## src/rtl/sprite_render.sv

```systemverilog
// Sprite pixel-stream renderer: walks the sprite ROM in step with the display beam and
// emits a colour index plus drawing flag with a fixed 3-cycle latency.
module sprite_render #(
    parameter int unsigned SPR_WIDTH  = 19,
    parameter int unsigned SPR_HEIGHT = 27,
    parameter int unsigned CORDW      = 16,
    parameter int unsigned COLRW      = 4,
    parameter int unsigned TRANSP     = 0,
    parameter int unsigned ADDRW      = 10
) (
    input  logic             i_clk_pix,
    input  logic             i_rst,
    input  logic             i_frame,
    input  logic             i_line,
    input  logic [CORDW-1:0] i_sx,
    input  logic [CORDW-1:0] i_sy,
    input  logic [CORDW-1:0] i_sprx,
    input  logic [CORDW-1:0] i_spry,
    input  logic [4:0]       i_scale_x,
    input  logic [4:0]       i_scale_y,
    input  logic             i_face_left,
    output logic [ADDRW-1:0] o_rom_addr,
    input  logic [COLRW-1:0] i_rom_data,
    output logic [COLRW-1:0] o_pix,
    output logic             o_drawing,
    output logic             o_busy
);

    localparam int unsigned CW = $clog2(SPR_WIDTH);
    localparam int unsigned RW = $clog2(SPR_HEIGHT);
    localparam int unsigned SW = 5;

    typedef enum logic [1:0] {IDLE, WAIT_POS, DRAW} state_t;

    state_t           state_q, state_d;
    logic [CORDW-1:0] sprx_q, sprx_d, spry_q, spry_d;
    logic [SW-1:0]    scx_q, scx_d, scy_q, scy_d;
    logic             face_q, face_d;
    logic             v_active_q, v_active_d;
    logic [RW-1:0]    row_q, row_d;
    logic [SW-1:0]    ysub_q, ysub_d;
    logic [CW-1:0]    col_q, col_d;
    logic [SW-1:0]    xsub_q, xsub_d;
    logic [ADDRW-1:0] addr_q, addr_d;
    logic             valid_q, valid_d, valid2_q;
    logic [COLRW-1:0] pix_q, pix_d;
    logic             drawing_q, drawing_d;
    logic             busy_q, busy_d;

    logic [SW-1:0]    scx_m1, scy_m1;
    logic [CW-1:0]    col_last;

    // Scale 0 behaves as 1; end-of-run comparisons use scale-1.
    always_comb begin
        scx_m1   = (scx_q == '0) ? '0 : scx_q - SW'(1);
        scy_m1   = (scy_d == '0) ? '0 : scy_d - SW'(1);
        col_last = face_q ? '0 : CW'(SPR_WIDTH - 1);
    end

    always_ff @(posedge i_clk_pix) begin
        if (i_rst) begin
            state_q    <= IDLE;
            sprx_q     <= '0;
            spry_q     <= '0;
            scx_q      <= '0;
            scy_q      <= '0;
            face_q     <= 1'b0;
            v_active_q <= 1'b0;
            row_q      <= '0;
            ysub_q     <= '0;
            col_q      <= '0;
            xsub_q     <= '0;
            addr_q     <= '0;
            valid_q    <= 1'b0;
            valid2_q   <= 1'b0;
            pix_q      <= '0;
            drawing_q  <= 1'b0;
            busy_q     <= 1'b0;
        end else begin
            state_q    <= state_d;
            sprx_q     <= sprx_d;
            spry_q     <= spry_d;
            scx_q      <= scx_d;
            scy_q      <= scy_d;
            face_q     <= face_d;
            v_active_q <= v_active_d;
            row_q      <= row_d;
            ysub_q     <= ysub_d;
            col_q      <= col_d;
            xsub_q     <= xsub_d;
            addr_q     <= addr_d;
            valid_q    <= valid_d;
            valid2_q   <= valid_q;
            pix_q      <= pix_d;
            drawing_q  <= drawing_d;
            busy_q     <= busy_d;
        end
    end

    // Next state: frame latch first, then line evaluation, else beam-driven walk.
    always_comb begin
        state_d    = state_q;
        sprx_d     = sprx_q;
        spry_d     = spry_q;
        scx_d      = scx_q;
        scy_d      = scy_q;
        face_d     = face_q;
        v_active_d = v_active_q;
        row_d      = row_q;
        ysub_d     = ysub_q;
        col_d      = col_q;
        xsub_d     = xsub_q;

        if (i_frame) begin
            sprx_d     = i_sprx;
            spry_d     = i_spry;
            scx_d      = i_scale_x;
            scy_d      = i_scale_y;
            face_d     = i_face_left;
            v_active_d = 1'b0;
            state_d    = IDLE;
        end

        if (i_line) begin
            if (i_sy == spry_d) begin
                row_d      = '0;
                ysub_d     = '0;
                v_active_d = 1'b1;
                state_d    = WAIT_POS;
            end else if (v_active_d) begin
                if (ysub_q == scy_m1) begin
                    ysub_d = '0;
                    if (row_q == RW'(SPR_HEIGHT - 1)) begin
                        v_active_d = 1'b0;
                        state_d    = IDLE;
                    end else begin
                        row_d   = row_q + RW'(1);
                        state_d = WAIT_POS;
                    end
                end else begin
                    ysub_d  = ysub_q + SW'(1);
                    state_d = WAIT_POS;
                end
            end else begin
                state_d = IDLE;
            end
        end else if (!i_frame) begin
            case (state_q)
                WAIT_POS: begin
                    if (i_sx == sprx_q) begin
                        state_d = DRAW;
                        col_d   = face_q ? CW'(SPR_WIDTH - 1) : '0;
                        xsub_d  = '0;
                    end
                end
                DRAW: begin
                    if (xsub_q == scx_m1) begin
                        xsub_d = '0;
                        if (col_q == col_last) state_d = IDLE;
                        else col_d = face_q ? col_q - CW'(1) : col_q + CW'(1);
                    end else begin
                        xsub_d = xsub_q + SW'(1);
                    end
                end
                default: ;
            endcase
        end
    end

    // Outputs: address issue for every DRAW pixel, then colour stage two cycles later.
    always_comb begin
        valid_d   = (state_d == DRAW);
        addr_d    = addr_q;
        busy_d    = (state_d != IDLE);
        drawing_d = valid2_q && (i_rom_data != COLRW'(TRANSP));
        pix_d     = drawing_d ? i_rom_data : '0;
        if (valid_d) addr_d = ADDRW'(row_d) * ADDRW'(SPR_WIDTH) + ADDRW'(col_d);
    end

    assign o_rom_addr = addr_q;
    assign o_pix      = pix_q;
    assign o_drawing  = drawing_q;
    assign o_busy     = busy_q;

endmodule

```

## config.mk

```make
export PLATFORM = sky130hd
export DESIGN_NAME = sprite_render
export DESIGN_NICKNAME = d
export VERILOG_FILES = /design/src/rtl/sprite_render.sv
export SDC_FILE = /design/constraint.sdc
export NUM_CORES = 1
export LEC_CHECK = 0
export ABC_CLOCK_PERIOD_IN_PS = 10100
export BUFFER_PORTS_ARGS = -buffer_cell sky130_fd_sc_hd__buf_4
export CAP_MARGIN = 25
export CORE_MARGIN = 5
export CORE_UTILIZATION = 40
export DETAILED_ROUTE_END_ITERATION = 16
export PLACE_DENSITY = 0.59
export SLEW_MARGIN = 20
export SYNTH_ARGS = -nofsm -noshare
export SYNTH_HDL_FRONTEND = slang
export SYNTH_SLANG_ARGS = --single-unit
export TNS_END_PERCENT = 30
```

## constraint.sdc

```tcl
create_clock -name i_clk_pix -period 10.1 [get_ports i_clk_pix]
set_input_delay 1.01 -clock i_clk_pix [delete_from_list [all_inputs] [get_ports i_clk_pix]]
set_output_delay 1.01 -clock i_clk_pix [all_outputs]
set_load 0.03 [all_outputs]
```

==> Word level (Yosys, flattened, before mapping) <==
Cells that the tools add are included.
{ "totals": {"romBits": 0, "ramBits": 0, "latch_bits": 0, "elab_cells": 90, "reg_bits": 84, "n_memories": 0} }
{ "classes": {"add_sub_neg": 8, "shifts": 0, "mux": 41, "n_eq_ne": 10, "magnitude_cmp": 0, "reduce_logical": 10, "n_mul": 1, "bitwise_logic": 3, "div": 0} }
{ "op_table": {"columns": ["cell", "count"], "rows": [
  ["$mux W5", 21],
  ["$eq A16 B16 Y1", 2],
  ["$add A5 B1 Y5 const B", 4],
  ["$pmux W5 S2", 2],
  ["$mux W2", 9],
  ["$mux W16", 1],
  ["$eq A5 B5 Y1", 3],
  ["$sub A5 B1 Y5 const B", 3],
  ["$add A10 B5 Y10", 1],
  ["$logic_not A5 Y1", 2],
  ["$mul A5 B5 Y10 const B", 1],
  ["$mux W1", 7],
  ["$reduce_bool A2 Y1", 3],
  ["$eq A5 B5 Y1 const B", 1],
  ["$eq A2 B2 Y1 const B", 2],
  ["$pmux W2 S2", 1],
  ["$reduce_and A4 Y1", 1],
  ["$reduce_bool A4 Y1", 1],
  ["$not A1 Y1", 3],
  ["$eq A2 B1 Y1 const B", 1],
  ["$ne A2 B2 Y1 const B", 1],
  ["$reduce_and A2 Y1", 1],
  ["$reduce_or A2 Y1", 1],
  ["$logic_and A1 B1 Y1", 1]
]} }

==> Longest topological paths before layout <==
Gate-level depths: netlist (run 1).
{ "depth": {"depth_word": 10, "depth_mapped": 27, "mapped_depth_nobuf": 24} }

==> Worst setup path after synthesis (run 1) <==
No wires, ideal clock.
{ "synth_timing": {"path_kind": "in2reg", "from": "in i_frame", "to": "reg addr_q[8] (netlist: o_rom_addr[8])", "path_buffers": 4, "t_required_ns": 9.967, "setup_time_ns": 0.133, "arrival_ns": 6.976, "stages": 25, "path_slack_ns": 2.991, "cell_sequence": "buf_6 > buf_4 > buf_4 > buf_1 > mux2i_1 > ha_1 > o211ai_1 > mux2_1 > or4_4 > or4_4 > a311oi_2 > inv_1 > fa_1 > ha_1 > inv_1 > fa_1 > inv_1 > ha_1 > o21ai_0 > nand2b_1 > a31o_2 > or3_1 > o311a_1 > nand3_1 > a211oi_2"} }
{ "synth_between": {"elab_chain_len": 10, "word_cells_on_any_way": 27, "classes_between": "2 x add/sub; 1 x mul; 3 x eq/ne; 20 x mux; 1 x reduce/logical"} }
{ "synth_rtl": {"columns": ["item", "line_no", "rtl"], "rows": [
  ["start: declaration", "13", "input logic i_frame,"],
  ["$mux W5", "114", "if (i_frame) begin"],
  ["$sub A5 B1 Y5 / $logic_not A5 Y1 (equally long branches)", "56", "scy_m1 = (scy_d == '0) ? '0 : scy_d - SW'(1);"],
  ["$mux W5", "56", null],
  ["$eq A5 B5 Y1", "131", "if (ysub_q == scy_m1) begin"],
  ["$mux W5", "131", null],
  ["$mux W5", "130", "end else if (v_active_d) begin"],
  ["$mux W5 (*)", "125", "if (i_sy == spry_d) begin"],
  ["$mux W5 (*)", "124", "if (i_line) begin"],
  ["via row_d[4]", "40", "logic [RW-1:0] row_q, row_d;"],
  ["$mul A5 B5 Y10 (*)", "177", "if (valid_d) addr_d = ADDRW'(row_d) * ADDRW'(SPR_WIDTH) + ADDRW'(col_d);"],
  ["$add A10 B5 Y10 (*)", "177", null],
  ["end signal: assignment", "91", "addr_q <= addr_d;"],
  ["end: declaration", "44", "logic [ADDRW-1:0] addr_q, addr_d;"]
]} }
Mark *: on every way through the listed nets, which the timed path passes. The rest lies on a longest branch.
A chain may end at the register's enable or synchronous reset.

==> Worst setup path in the final report (run 1) <==
Ends and elaborated chain as after synthesis.

==> impl_results.md, run 1 <==
* Status: finished, final reports clean
* PostCTS Resize Cnt at 0
* Netlist cell types at 65
* Slew headroom at slightly above 30%
* Die Y-Extent at 121 µm
* Post-route setup TNS at 0 ps
* Root Buffer: clkbuf_16
* Tmin final at 7190 ps
* Rows at 40
* Worst path most repeated cell: inv_1
* Critical Path AT at 7390 ps
* Cells after Synth at between 500 and 600
* First-pass GRT wire length at 19.3 mm
* Net switching power at ~200 µW
* CP max FO at 56
* Reg2Reg Launch Point: scy_q[0]
* Total grt overflow at 0
* Hold endpoint: valid2_q
* Placed cells at 771
* Final Hold Vio Count at 0
* Fmax at about 0.14 GHz
* RR Endpoint: o_rom_addr[8]
* Placed cell areas at 5720 µm²
* Sequential power share at 42.7%
* Synth Cell Area at slightly below 5000 µm²
* Vias in the first global route at 4,170
* Setup repair bufs after CTS at 0
* Post-DRT Antenna Nets at 0
* Clock power share at 45.1%
* WL final at 11.2 mm
* Die ar. at 14,500 µm²
* Slowest library cell on the worst path: buf_4
* Via count at 4,140
* Final setup margin at 2910 ps
* Final slew viol count at 0
* Vias per cell at 5.26
* Syn Area/Cell at 8.96 µm²
* Die Wd at 121 µm
* Multi-input gate area at 3000 µm²
* Nets@finish at about 750
* EDFF count, synth at 0
* Ys async rst share at 0%
* Setup Skew at 8.46 ps
* Synth Flop Type: dfxtp_1
* Seq/Total Area, Yosys at 34.4%
* DR iter-0 viols at 254
* FF/Latch Area at 1680 µm²
* Area of the core at between 10,000 and 15,000 µm²
* Worst-skew pair later-pin latency at 350 ps
* Synth warn at 0
* Final instance area at 6060 µm²
* Starting Density at 40.7%
* Fin cells at 787
* Final setup vio count at 0
* Peak VDD IR at 0.114 mV
* FF+latch count, synth at 84
* # fillers at approximately 1,200
* CTS Hold Bufs at 0
* Max_cap viols at 0
* CTS tree: yes
* Lkg Pwr at around 0.0026 µW
* Initial antenna violation count at 0
* Layout cell share with drive strength beyond 1 at 19.8%
* Antenna diodes at 0
* Endpoint class of the critical path: register
* Routed len/inst at around 14 µm
* Period utilization at 71.1%
* WHS Path Cells at 1
* Area Overhead vs Synth at 23.8%
* H-tree levels at 3
* Reg clk slew, reported paths at 70 ps
* RePlAce Congestion at roughly 0.81
* Residual DRC at 0
* CP Cell Sequence: buf_4, mux2_2, inv_1, ha_1, o211ai_1, mux2_1, or4_4, or4_4, a311oi_2, inv_1, fa_1, ha_1, inv_1, fa_1, inv_1, ha_1, o21ai_0, nand2b_1, a31o_2, or3_1, o311a_1, nand3_1, a211oi_2
* I/O pin count at slightly below 100
* WP data required at 10,300 ps
* CTS Buffer Depth at 2
* RSZ-0062 raised after global routing: false
* Pwr Density at 135 nW/µm²
* IO Port Bufs at 98
* Largest net degree at the start of global routing at 79
* DP Wirelength at 8.47 mm
* Place WS at 2560 ps
* R2R depth at 22
* Total clock sinks at 84
* Worst Hold Class: register to register
* Syn nets at 662
* Total track usage at 16.4%
* Total CTS buffers at 9
* Internal power at 616 µW
* CP Launch Type: input port
* Logic pwr share at 12.2%
* Drt pass-1 iters at 5
* Crit Path Category: input port to register
* Sw frac at 24.5%
* Hold Crit Start: valid_q
* Flop2flop setup slack at 4080 ps
* Critical Path Max Stage Delay at 650 ps
* CP startpoint: i_frame
* Actual slew at the worst max-slew pin at approximately 1000 ps
-- per-layer routing --
layer	track usage [%]	up-vias	wire (µm)
met1	20.8	1918	5140
met2	26.3	96	5280
li1	-	2115	-
met4	4.96	0	109
met5	0	-	0
met3	5.47	11	715
-- Yosys cell counts, drive strengths merged, types with 2 or more instances --
master,n,area (µm²)
a211oi,6,50.1
a21o,7,52.6
a21oi,28,140
a22o,2,17.5
a311oi,5,50.0
a32o,2,20.0
a41oi,2,17.5
and2,7,43.8
buf,7,41.3
clkbuf,14,52.6
dfxtp,84,1680
fa,7,140
ha,26,325
inv,31,116
mux2,5,56.3
mux2i,45,463
nand2,21,78.8
nand2b,8,50.1
nand3,17,85.1
nand4,8,50.1
nor2,66,248
nor2b,20,125
nor3,13,65.1
nor3b,4,30.0
nor4,8,56.3
nor4b,2,23.8
o211ai,3,22.5
o21ai,17,85.1
o22ai,2,12.5
o2bb2ai,2,17.5
o311a,2,20.0
o31ai,2,15.0
o32ai,2,17.5
o41a,2,22.5
or3,3,18.8
or4,5,45.0
xnor2,37,324
xor2,7,61.3
-- critical path, delay by kind of cell --
kind / cells / cell delay [ps]
adders and majority gates: 5 / 1780
AOI/OAI and AO/OA: 6 / 1130
buffers and inverters: 5 / 980
and+or+nand+nor: 5 / 1700
muxes: 2 / 780
-- through the flow --
step	total power, µW	util [%]	hold WS, ps
detailed placement	456	47.7	439
finish	816	50.4	449
global placement	454	47.7	439
global route	856	50.4	467
floorplan	417	-	414
CTS	830	50.4	454
-- logic make-up (layout without fill, tap and decap cells) --
logic type / Yosys count / after routing / synth area share [%]
AND/OR/NAND/NOR: 188 / 188 / 19.9
adder cells (fa/ha/maj): 33 / 33 / 9.52
buffers and inverters: 52 / 146 / 4.30
flip-flops: 84 / 84 / 34.4
multiplexers: 50 / 50 / 10.6
AO/OA/AOI/OAI: 95 / 95 / 13.4
XOR/XNOR: 44 / 44 / 7.88
-- cell type report --
class                      count  area share [%]
multi-input combinational    410            49.5
sequential                    84            27.8
timing repair buffer          99            12.3
clock buffer                   9            3.72
tap                          147            3.04
inverter                      31            1.92
clock inverter                 7            1.76
-- power groups by stage --
stage	registers [µW]	clock network, µW	logic [µW]
2_1_floorplan	354	0	63.5
3_3_place_gp	355	0	98.6
3_5_place_dp	356	0	101
4_1_cts	348	381	101
5_1_grt	349	395	112
6_report	348	368	99.8
-- worst max path at each step --
stage	end	slack [ps]
CTS	o_rom_addr[8]	2910
finish	o_rom_addr[8]	2910
floorplan	o_rom_addr[8]	2990
global placement	o_rom_addr[8]	2700
detailed placement	o_rom_addr[8]	2560
global route	o_rom_addr[8]	2550
-- registers in the layout, summed over array words and instances, names as in the netlist --
register    flops
scy_q           5
o_pix           4
col_q           5
o_drawing       1
scx_q           5
valid_q         1
row_q           5
o_busy          1
face_q          1
xsub_q          5
sprx_q         16
ysub_q          5
valid2_q        1
state_q         2
v_active_q      1
spry_q         16
o_rom_addr     10
-- cells in the final DEF, fill, tap and decap left out, types with 3 or more instances in the layout --
| cell | synthesis | layout |
|---|---|---|
| a211oi_1 | 5 | 5 |
| a21o_1 | 7 | 7 |
| a21oi_1 | 28 | 28 |
| a311oi_1 | 4 | 4 |
| and2_1 | 7 | 7 |
| buf_4 | 2 | 99 |
| clkbuf_16 | 0 | 9 |
| dfxtp_1 | 84 | 84 |
| fa_1 | 7 | 7 |
| ha_1 | 26 | 26 |
| inv_1 | 31 | 31 |
| mux2_1 | 3 | 3 |
| mux2i_1 | 44 | 44 |
| nand2_1 | 21 | 21 |
| nand2b_1 | 8 | 8 |
| nand3_1 | 17 | 17 |
| nand4_1 | 8 | 8 |
| nor2_1 | 66 | 66 |
| nor2b_1 | 20 | 20 |
| nor3_1 | 13 | 13 |
| nor3b_1 | 4 | 4 |
| nor4_1 | 7 | 7 |
| o211ai_1 | 3 | 3 |
| o21ai_0 | 15 | 15 |
| or3_1 | 3 | 3 |
| or4_1 | 3 | 3 |
| xnor2_1 | 37 | 37 |
| xor2_1 | 7 | 7 |
Power figures use the tool's default switching activity.
==> run 2, diff against run 1 <==
--- a/config.mk
+++ b/config.mk
@@ -5,7 +5,7 @@
 export SDC_FILE = /design/constraint.sdc
 export NUM_CORES = 1
 export LEC_CHECK = 0
-export ABC_CLOCK_PERIOD_IN_PS = 10100
+export ABC_CLOCK_PERIOD_IN_PS = 6900
 export BUFFER_PORTS_ARGS = -buffer_cell sky130_fd_sc_hd__buf_4
 export CAP_MARGIN = 25
 export CORE_MARGIN = 5
==> constraint.sdc (replaced) <==
create_clock -name i_clk_pix -period 6.9 [get_ports i_clk_pix]
set_input_delay 0.69 -clock i_clk_pix [delete_from_list [all_inputs] [get_ports i_clk_pix]]
set_output_delay 0.69 -clock i_clk_pix [all_outputs]
set_load 0.03 [all_outputs]
==> run 2 against run 1 <==
Utilization about the same. Non-clock buffer count grew 6. Sequential power rose by 47%.
==> impl_results.md, run 2 (synthesized netlist as in run 1, its figures left out) <==
* Lkg Pwr at 0.00265 µW (+0.16%)
* WP data required at 7090 ps (-3210 ps)
* Fin cells at 793 (+0.76%)
* Area Overhead vs Synth at 23.9% (about the same)
* PostCTS Resize Cnt at 0 (unchanged)
* Setup Skew at 8.77 ps (+0.314 ps)
* Endpoint class of the critical path: register
* Largest net degree at the start of global routing at 79 (unchanged)
* Actual slew at the worst max-slew pin at 866 ps (-173 ps)
* Drt pass-1 iters at 4 (-1)
* Post-route setup TNS at 0 ps (unchanged)
* Final slew viol count at 0 (unchanged)
* Rows at 40 (unchanged)
* Starting Density at 40.7% (unchanged)
* CTS Hold Bufs at 0 (unchanged)
* Total CTS buffers at 9 (unchanged)
* Final setup vio count at 0 (unchanged)
* CP max FO at 7 (-88%)
* First-pass GRT wire length at 18.9 mm (-2.2%)
* Max_cap viols at 0 (unchanged)
* Area of the core at 12,000 µm² (unchanged)
* Reg2Reg Launch Point: scy_q[0]
* Tmin final at 6290 ps
* Fmax at 0.159 GHz
* Routed len/inst at 14.3 µm (+0.28%)
* Antenna diodes at 0 (unchanged)
* CP Launch Type: input port
* Root Buffer: clkbuf_16
* Sequential power share at 45.3% (+2.6 points)
* Worst-skew pair later-pin latency at 350 ps (about the same)
* WHS Path Cells at 1 (unchanged)
* Period utilization at about nine tenths
* Hold Crit Start: valid_q
* RePlAce Congestion at 0.819 (+0.99%)
* DP Wirelength at 8.63 mm (+1.8%)
* Residual DRC at 0 (unchanged)
* Post-DRT Antenna Nets at 0 (unchanged)
* Clock power share at 41.6% (-3.5 points)
* Most frequent cells in the layout: buf_4, dfxtp_1, nor2_1
* Wl on met1 at 5.12 mm (-0.31%)
* Via count at 4,115 (-0.60%)
* I/O pin count at 99 (unchanged)
* Total grt overflow at 0 (unchanged)
* Commonest non-fill, non-tap cell in the layout: buf_4
* WL final at 11.4 mm (+1.0%)
* H-tree levels at 3 (unchanged)
* Hold endpoint: valid2_q
* Vias per cell at 5.19 (-1.4%)
* Die Wd at 121 µm (unchanged)
* Peak VDD IR at 0.144 mV (+26%)
* Die ar. at 14,500 µm² (unchanged)
* Highest metal used: met4
* Flop2flop setup slack at 810 ps (-3270 ps)
* Metal2 WL at 5.27 mm (-0.23%)
* Nets@finish at 757 (+0.80%)
* DR iter-0 viols at 145 (-43%)
* Logic pwr share at 13.1% (+0.9 points)
* Sw frac at 24.4% (-0.083 points)
* Met3 WL post-DR at 789 µm (+10%)
* Net switching power at 275 µW (+38%)
* Final Hold Vio Count at 0 (unchanged)
* Total track usage at 16.1% (-0.25 points)
* CTS tree: yes
* Vias in the first global route at 4,095 (-1.8%)
* Layout cell share with drive strength beyond 1 at 20.4% (+0.59 points)
* IO Port Bufs at 98 (unchanged)
* RSZ-0062 raised after global routing: false
* Placed cells at 777 (+0.78%)
* Pwr Density at 186 nW/µm² (+38%)
* Die Y-Extent at 121 µm (unchanged)
* Reg clk slew, reported paths at 60 ps (about the same)
* Slew headroom at 42.3% (+12 points)
* Status: finished, final reports clean
* R2R depth at 22 (unchanged)
* CTS Buffer Depth at 2 (unchanged)
* Crit Path Category: input port to register
* Setup repair bufs after CTS at 0 (unchanged)
* Internal power at 852 µW (+38%)
* Initial antenna violation count at 0 (unchanged)
* Critical Path AT at 6480 ps (-910 ps)
* RR Endpoint: o_rom_addr[8]
* Worst Hold Class: register to register
* Total clock sinks at 84 (unchanged)
* # fillers at 1,102 (-5.4%)
## run 2: area by class of cell
type | instances | area (µm²) | share of cell area (%)
clock buffers | 13 | 270 | 4.46
clock inverters | 3 | 20.0 | 0.330
inverters | 31 | 116 | 1.92
multi-input cells | 410 | 3000 | 49.5
flip-flops and latches | 84 | 1680 | 27.8
well taps | 147 | 184 | 3.04
repair buffers | 105 | 788 | 13.0
## run 2: worst max-delay path by stage
stage	startpoint	to	slack (ps)	cells past startpoint
after floorplan	i_frame	o_rom_addr[8]	110	25
after global placement	i_frame	o_rom_addr[8]	400	22
after detailed placement	i_frame	o_rom_addr[8]	270	23
after CTS	i_frame	o_rom_addr[8]	630	23
after global routing	i_frame	o_rom_addr[8]	340	21
final	i_frame	o_rom_addr[8]	610	23
## run 2: stage by stage
step	instance area (µm²)	utilization (%)	total power [µW]	worst slack (ps)	hold WS, ps
floorplan	4890	-	611	111	414
global placement	5770	48.0	665	404	432
detailed placement	5770	48.0	669	271	437
CTS	6060	50.4	1140	629	451
global route	6060	50.4	1180	337	473
finish	6060	50.4	1130	608	447
## run 2: per-layer routing
metal	up-vias	global-route usage (%)
li1	2119	-
met1	1889	19.8
met2	96	26.0
met3	11	6.03
met4	0	5.52
met5	-	0
## run 2: critical path, cell delays in order
cell and delay (ps):
buf_4 100, mux2_2 350, inv_1 90, ha_1 270, nor4bb_1 270, a211oi_1 120
o211a_1 230, or4_4 520, or4_4 600, a311oi_2 390, inv_1 140, fa_1 490
ha_1 310, ha_1 280, ha_1 340, nor2b_1 140, o21ai_0 140, nand2b_1 110
a31o_2 300, or3_1 330, o311a_1 110, nand3_1 100, a211oi_2 60
## run 2: power by group through the flow
| stage | logic [µW] | clock network (µW) | registers [µW] |
|---|---|---|---|
| 3_5_place_dp | 148 | 0 | 520 |
| 5_1_grt | 163 | 509 | 511 |
| 4_1_cts | 149 | 485 | 510 |
| 3_3_place_gp | 145 | 0 | 520 |
| 2_1_floorplan | 92.9 | 0 | 518 |
| 6_report | 148 | 469 | 510 |
